$ cat config.mk
export PLATFORM = sky130hd
export DESIGN_NAME = mem_port_arbiter_flat
export DESIGN_NICKNAME = d
export VERILOG_FILES = /design/src/rtl/mem_port_arbiter_if.sv /design/src/rtl/mem_port_arbiter.sv /design/src/flat_wrapper.sv
export SDC_FILE = /design/constraint.sdc
export NUM_CORES = 1
export LEC_CHECK = 0
export BUFFER_PORTS_ARGS = -buffer_cell sky130_fd_sc_hd__buf_4
export CAP_MARGIN = 20
export CORE_MARGIN = 4
export CORE_UTILIZATION = 46
export CTS_CLUSTER_SIZE = 12
export DETAILED_ROUTE_END_ITERATION = 8
export PLACE_DENSITY = 0.84
export SLEW_MARGIN = 10
export SYNTH_ARGS = -nofsm -noshare
export SYNTH_HDL_FRONTEND = slang
export SYNTH_SLANG_ARGS = --single-unit
$ cat constraint.sdc
create_clock -name clk -period 2.05 [get_ports clk]
set_input_delay 0 -clock clk [delete_from_list [all_inputs] [get_ports clk]]
set_output_delay 0 -clock clk [all_outputs]
set_load 0.02 [all_outputs]
$ cat src/rtl/mem_port_arbiter_if.sv
// Bundle of the fetch port, the data port and the shared memory port of mem_port_arbiter.
// The slave modport is the arbiter's view; master is the view of the requesters and the memory.
interface mem_port_arbiter_if;
  logic        if_req;
  logic [31:0] if_addr;
  logic [31:0] if_rdata;
  logic        if_ack;

  logic        d_req;
  logic        d_we;
  logic [31:0] d_addr;
  logic [31:0] d_wdata;
  logic [31:0] d_rdata;
  logic        d_ack;

  logic [31:0] mem_addr;
  logic        mem_read;
  logic        mem_write;
  logic [31:0] mem_wdata;
  logic [31:0] mem_rdata;

  logic        busy;

  modport slave (
    input  if_req, if_addr, d_req, d_we, d_addr, d_wdata, mem_rdata,
    output if_rdata, if_ack, d_rdata, d_ack,
    output mem_addr, mem_read, mem_write, mem_wdata, busy
  );

  modport master (
    output if_req, if_addr, d_req, d_we, d_addr, d_wdata, mem_rdata,
    input  if_rdata, if_ack, d_rdata, d_ack,
    input  mem_addr, mem_read, mem_write, mem_wdata, busy
  );
endinterface

$ cat src/rtl/mem_port_arbiter.sv
// Round-robin arbiter sharing one fixed-latency memory port between instruction fetch and data.
// One access at a time: IDLE samples requests, ACCESS holds the strobe, RESP pulses the owner's ack.
module mem_port_arbiter #(
  parameter int unsigned MEM_LATENCY = 2
) (
  input logic              clk,
  input logic              rst,
  mem_port_arbiter_if.slave bus
);

  typedef enum logic [1:0] {
    IDLE   = 2'd0,
    ACCESS = 2'd1,
    RESP   = 2'd2
  } state_e;

  typedef enum logic {
    OWN_FETCH = 1'b0,
    OWN_DATA  = 1'b1
  } owner_e;

  localparam logic [3:0] LAT_LOAD = 4'(MEM_LATENCY - 1);

  state_e      state_q, state_d;
  owner_e      owner_q, last_grant_q, grant;
  logic [3:0]  cnt_q;
  logic        we_q;
  logic [31:0] addr_q;
  logic [31:0] wdata_q;
  logic [31:0] if_rdata_q;
  logic [31:0] d_rdata_q;
  logic        any_req;
  logic        last_cycle;

  // Next-state, grant selection and outputs.
  // NOTE: every signal written here gets a default first, so no path can leave it unassigned and infer a latch.
  always_comb begin
    any_req    = bus.if_req | bus.d_req;
    last_cycle = (cnt_q == 4'd0);

    // Contended grant goes to whichever port did not win last time.
    grant = OWN_FETCH;
    if (bus.if_req && bus.d_req) begin
      grant = (last_grant_q == OWN_DATA) ? OWN_FETCH : OWN_DATA;
    end else if (bus.d_req) begin
      grant = OWN_DATA;
    end

    state_d = state_q;
    unique case (state_q)
      IDLE:    if (any_req)    state_d = ACCESS;
      ACCESS:  if (last_cycle) state_d = RESP;
      RESP:                    state_d = IDLE;
      default:                 state_d = IDLE;
    endcase

    bus.mem_read  = 1'b0;
    bus.mem_write = 1'b0;
    bus.if_ack    = 1'b0;
    bus.d_ack     = 1'b0;
    if (state_q == ACCESS) begin
      bus.mem_read  = ~we_q;
      bus.mem_write = we_q;
    end
    if (state_q == RESP) begin
      bus.if_ack = (owner_q == OWN_FETCH);
      bus.d_ack  = (owner_q == OWN_DATA);
    end

    bus.busy      = (state_q != IDLE);
    bus.mem_addr  = addr_q;
    bus.mem_wdata = wdata_q;
    bus.if_rdata  = if_rdata_q;
    bus.d_rdata   = d_rdata_q;
  end

  // NOTE: sequential state uses non-blocking assignments so every register samples pre-edge values.
  always_ff @(posedge clk) begin
    if (rst) begin
      // NOTE: the read-data registers are reset too, because their value is visible on the ports.
      state_q      <= IDLE;
      owner_q      <= OWN_FETCH;
      last_grant_q <= OWN_DATA;
      cnt_q        <= 4'd0;
      we_q         <= 1'b0;
      addr_q       <= '0;
      wdata_q      <= '0;
      if_rdata_q   <= '0;
      d_rdata_q    <= '0;
    end else begin
      state_q <= state_d;
      unique case (state_q)
        IDLE: begin
          if (any_req) begin
            owner_q      <= grant;
            last_grant_q <= grant;
            cnt_q        <= LAT_LOAD;
            if (grant == OWN_DATA) begin
              we_q    <= bus.d_we;
              addr_q  <= bus.d_addr;
              wdata_q <= bus.d_wdata;
            end else begin
              // Fetches never write; the write-data bus keeps its last value.
              we_q   <= 1'b0;
              addr_q <= bus.if_addr;
            end
          end
        end
        ACCESS: begin
          if (last_cycle) begin
            if (!we_q) begin
              if (owner_q == OWN_FETCH) if_rdata_q <= bus.mem_rdata;
              else                      d_rdata_q  <= bus.mem_rdata;
            end
          end else begin
            cnt_q <= cnt_q - 4'd1;
          end
        end
        default: ;
      endcase
    end
  end

endmodule

$ cat src/flat_wrapper.sv
// flat-port wrapper written by rule: the top's interface ports become plain ports
module mem_port_arbiter_flat 
#(
  parameter int unsigned MEM_LATENCY = 2
)
  (clk, rst, bus_if_req, bus_if_addr, bus_d_req, bus_d_we, bus_d_addr, bus_d_wdata, bus_mem_rdata, bus_if_rdata, bus_if_ack, bus_d_rdata, bus_d_ack, bus_mem_addr, bus_mem_read, bus_mem_write, bus_mem_wdata, bus_busy);
  mem_port_arbiter_if bus_i ();
  input logic clk;
  input logic rst;
  input wire logic [$bits(bus_i.if_req)-1:0] bus_if_req;
  input wire logic [$bits(bus_i.if_addr)-1:0] bus_if_addr;
  input wire logic [$bits(bus_i.d_req)-1:0] bus_d_req;
  input wire logic [$bits(bus_i.d_we)-1:0] bus_d_we;
  input wire logic [$bits(bus_i.d_addr)-1:0] bus_d_addr;
  input wire logic [$bits(bus_i.d_wdata)-1:0] bus_d_wdata;
  input wire logic [$bits(bus_i.mem_rdata)-1:0] bus_mem_rdata;
  output wire logic [$bits(bus_i.if_rdata)-1:0] bus_if_rdata;
  output wire logic [$bits(bus_i.if_ack)-1:0] bus_if_ack;
  output wire logic [$bits(bus_i.d_rdata)-1:0] bus_d_rdata;
  output wire logic [$bits(bus_i.d_ack)-1:0] bus_d_ack;
  output wire logic [$bits(bus_i.mem_addr)-1:0] bus_mem_addr;
  output wire logic [$bits(bus_i.mem_read)-1:0] bus_mem_read;
  output wire logic [$bits(bus_i.mem_write)-1:0] bus_mem_write;
  output wire logic [$bits(bus_i.mem_wdata)-1:0] bus_mem_wdata;
  output wire logic [$bits(bus_i.busy)-1:0] bus_busy;
  assign bus_i.if_req = bus_if_req;
  assign bus_i.if_addr = bus_if_addr;
  assign bus_i.d_req = bus_d_req;
  assign bus_i.d_we = bus_d_we;
  assign bus_i.d_addr = bus_d_addr;
  assign bus_i.d_wdata = bus_d_wdata;
  assign bus_i.mem_rdata = bus_mem_rdata;
  assign bus_if_rdata = bus_i.if_rdata;
  assign bus_if_ack = bus_i.if_ack;
  assign bus_d_rdata = bus_i.d_rdata;
  assign bus_d_ack = bus_i.d_ack;
  assign bus_mem_addr = bus_i.mem_addr;
  assign bus_mem_read = bus_i.mem_read;
  assign bus_mem_write = bus_i.mem_write;
  assign bus_mem_wdata = bus_i.mem_wdata;
  assign bus_busy = bus_i.busy;
  mem_port_arbiter #(.MEM_LATENCY(MEM_LATENCY)) u_core (.clk(clk), .rst(rst), .bus(bus_i));
endmodule
==> out/summary.md <==
### Hold path
• input port to flip-flop — Hold Crit Class

### Detailed routing
• met4 — highest metal layer with signal wires
• 8520 um — Met1 Wirelength
• 5 — first-pass iteration count of the detailed router
• 12900 um — routed wl met2
• 0 — antenna violation net count after detailed routing
• 6.10 — Via density
• 6494 — total via count in the routed design
• 699 — DRC violation total after the first TritonRoute iteration
• 23.4 um — drt wl/cell
• 1850 um — met3 wirelength from detailed routing
• 0 — Residual DRC
• 24900 um — total length of routed wires

### Timing
• 0 — final count of pins violating max slew
• 0 — number of endpoints with negative hold slack in the final report
• yes — setup repair after global routing missed its margin
• 0.799 ns — Slew @ Worst Pin
• 2.03 ns — min Tclk post-route
• 492 MHz — achievable clock frequency
• 0 — Setup Viol. Count Final
• 99.1% — part of the cycle the worst path needs
• 0.00759 ns — clock skew after layout
• 46.7% — max_slew headroom
• 0 ns — sum of negative setup slack
• 0.339 ns — Hold Slack
• 0.0193 ns — post-route worst setup slack

### Critical path
• 2 — Critical path buffers and inverters
• 2.32 ns — required time reported for the critical path endpoint
• flip-flop to flip-flop — Crit Path Category
• inv_1 > ha_1 > or3b_2 > buf_4 > o31ai_1 > a21oi_1 — cells along the critical path
• 2.30 ns — Worst EP arrival
• simple AND/OR/NAND/NOR gates — dominant delay contributor by cell family on the critical path
• 36 — biggest fanout along the worst timing path
• flip-flop — startpoint class of the critical path
• 0.48 ns — delay of the slowest cell on the worst path
• flip-flop — sort of element at the end of the critical path
• or3b_2 — library cell contributing the largest single delay on the critical path

### Global routing
• 0 — total grt overflow
• 37800 um — global-route wire length before repair
• 34.3% — total global-route track usage
• 6739 — via count of the first global-routing pass
• 66 — maximum number of pins on one net before global-route repair
• 1 — antenna violations before repair

### Clock network
• 2 — largest buffer count on any clock path
• 17 — CTS buffer count
• clkbuf_16 — CTS root buf
• 0.06 ns — clock transition at the register clock pins on the worst setup and hold paths after CTS
• 0 — Setup Fix Bufs, Post-CTS
• 137 — number of clock sinks
• 0.42 ns — clock insertion delay at the later pin of the skew report
• yes — TritonCTS clock tree
• 4 — H-tree levels

### Die
• 39 — number of rows created at floorplan
• 118 um — die width
• 11600 um^2 — placeable core area
• 13900 um^2 — area enclosed by the die boundary
• 266 — Ports
• 47.7% — starting utilization of the core area
• 118 um — Die Height

### Logic synthesis
• dfxtp_1 (49%), nand4_1 (7.2%), o31ai_1 (7.2%) — largest cells by area after synthesis
• 49.5% — Seq/Total Area, Yosys
• 671 — number of nets in the synthesized netlist
• 36 — number of distinct library cell variants in the gate-level netlist after synthesis
• 10.3 um^2 — synthesized area per cell
• 5550 um^2 — cell area after synthesis
• 536 — cell count after synthesis
• 0 — warnings from Yosys
• dfxtp_1 — post-synth top area cell
• 137 — #FFs+latches synth
• 49.5% — portion of synthesized cell area occupied by the leading cell type

### Placement
• 13100 um — total half-perimeter wirelength after legalization and detailed placement
• 265 — IO buf count
• 898 — Cell Count Post-Placement
• 0.125 ns — Setup WS pre-CTS
• 0.868 — last weighted congestion value of the routability-driven placer
• 7590 um^2 — total cell area at the placement stage

### Final layout
• 1065 — post-route non-filler standard cell count
• 82.9% — utilization after layout
• 1043 — nets
• 73.5% — Syn-to-layout area delta
• 9620 um^2 — final non-filler cell area
• 37.8% — fraction of layout instances using a drive strength above 1

### Power
• 892 nW/um^2 — power density over the cells
• 0.000505 V — maximum resistive drop on vdd
• 4.07 nW — Static Leakage
• 8.59 mW — total power

### Flow run
• 0 — number of maximum-capacitance constraint violations

### Status
• finished, final reports clean — run status

## worst register-to-register path, cell delays in order (launching register included)
cell and delay [ns]:
dfxtp_1 0.33, inv_1 0.11, ha_1 0.24, or3b_2 0.48, buf_4 0.28, o31ai_1 0.33, a21oi_1 0.12
## flip-flops by register name, summed over array words and instances (netlist names)
name                  cells
u_core.cnt_q              4
u_core.last_grant_q       1
u_core.bus.if_rdata      32
u_core.we_q               1
u_core.bus.mem_wdata     32
u_core.state_q            2
u_core.bus.d_rdata       32
u_core.owner_q            1
u_core.bus.mem_addr      32
## logic make-up after synthesis
logic type	share of synthesized area, %
adder cells (fa/ha/maj)	0.451
AND/OR/NAND/NOR	9.95
flip-flops	49.5
AO/OA/AOI/OAI	27.3
multiplexers	5.78
buffers and inverters	7.11
## area by class of cell
class                           count  area (um^2)
Fill cell                         590         1990
Antenna cell                        1         2.50
Clock buffer                       22          494
Inverter                            6         22.5
Multi-Input combinational cell    328         2480
Tap cell                          143          179
Sequential cell                   137         2750
Clock inverter                     10          164
Timing Repair Buffer              418         3530
## path summary, 6_finish.rpt
kind                                                           start                                    to  slack (ns)  cells after the start
worst min register to register  u_core.bus.mem_addr[17]$_SDFFE_PP0P_  u_core.bus.mem_addr[17]$_SDFFE_PP0P_        0.47                      1
worst max register to register          u_core.cnt_q[1]$_SDFFE_PP0P_  u_core.bus.if_rdata[23]$_SDFFE_PP0P_        0.02                      6
worst min-delay path                                  bus_d_wdata[6]  u_core.bus.mem_wdata[6]$_SDFFE_PP0P_        0.34                      3
worst max-delay path                    u_core.cnt_q[1]$_SDFFE_PP0P_  u_core.bus.if_rdata[23]$_SDFFE_PP0P_        0.02                      6
## where the power goes
group	switching, mW	leakage (nW)	internal, mW	total, mW
combinational	1.21	2.64	0.921	2.14
sequential	0.165	1.12	2.87	3.03
clock	1.22	0.311	2.20	3.42
## layer usage
| layer | vias up | GRT usage, % |
|---|---|---|
| met2 | 434 | 61.7 |
| met4 | 0 | 22.1 |
| li1 | 2838 | - |
| met1 | 3106 | 35.4 |
| met5 | - | 0 |
| met3 | 116 | 8.36 |
## Yosys cell counts, drive strengths merged
cell type / instances
ha: 2
nor2b: 1
nor3b: 4
and2: 1
a22o: 33
or2: 1
or3: 3
o2bb2ai: 32
a21boi: 1
a21o: 2
dfxtp: 137
clkbuf: 32
nand4: 64
o221ai: 1
nand2: 1
o31ai: 64
a22oi: 1
or4: 2
nor3: 2
or3b: 2
o21ai: 3
mux2i: 32
buf: 35
a21oi: 69
inv: 6
a211oi: 1
nand2b: 1
nor2: 3
## cells in the final DEF, fill, tap and decap left out, types with 2 or more instances in the layout
cell / count
nand4_1: 64
or4_1: 2
dfxtp_1: 135
buf_4: 280
bufinv_16: 4
mux2i_1: 32
o21ai_0: 3
nor3b_4: 2
clkinvlp_4: 4
nor2_1: 2
buf_12: 5
nor3_1: 2
a21o_1: 2
a22o_1: 33
o31ai_1: 49
ha_1: 2
or3_1: 3
clkbuf_16: 17
dfxtp_2: 2
clkbuf_8: 5
o31ai_2: 15
or3b_2: 2
inv_1: 4
a21oi_2: 2
a21oi_1: 67
o2bb2ai_1: 32
inv_2: 2
dlygate4sd3_1: 132
nor3b_1: 2
## what timing repair did
item                                    4_1_cts  5_1_grt
gates resized for setup                       1        5
pin swaps                                     0        0
endpoints found under the setup margin        1       47
hold buffers                                132        0
gates cloned                                  1        1
endpoints found under the hold margin       134        0
(Power assumes the default switching activity.)
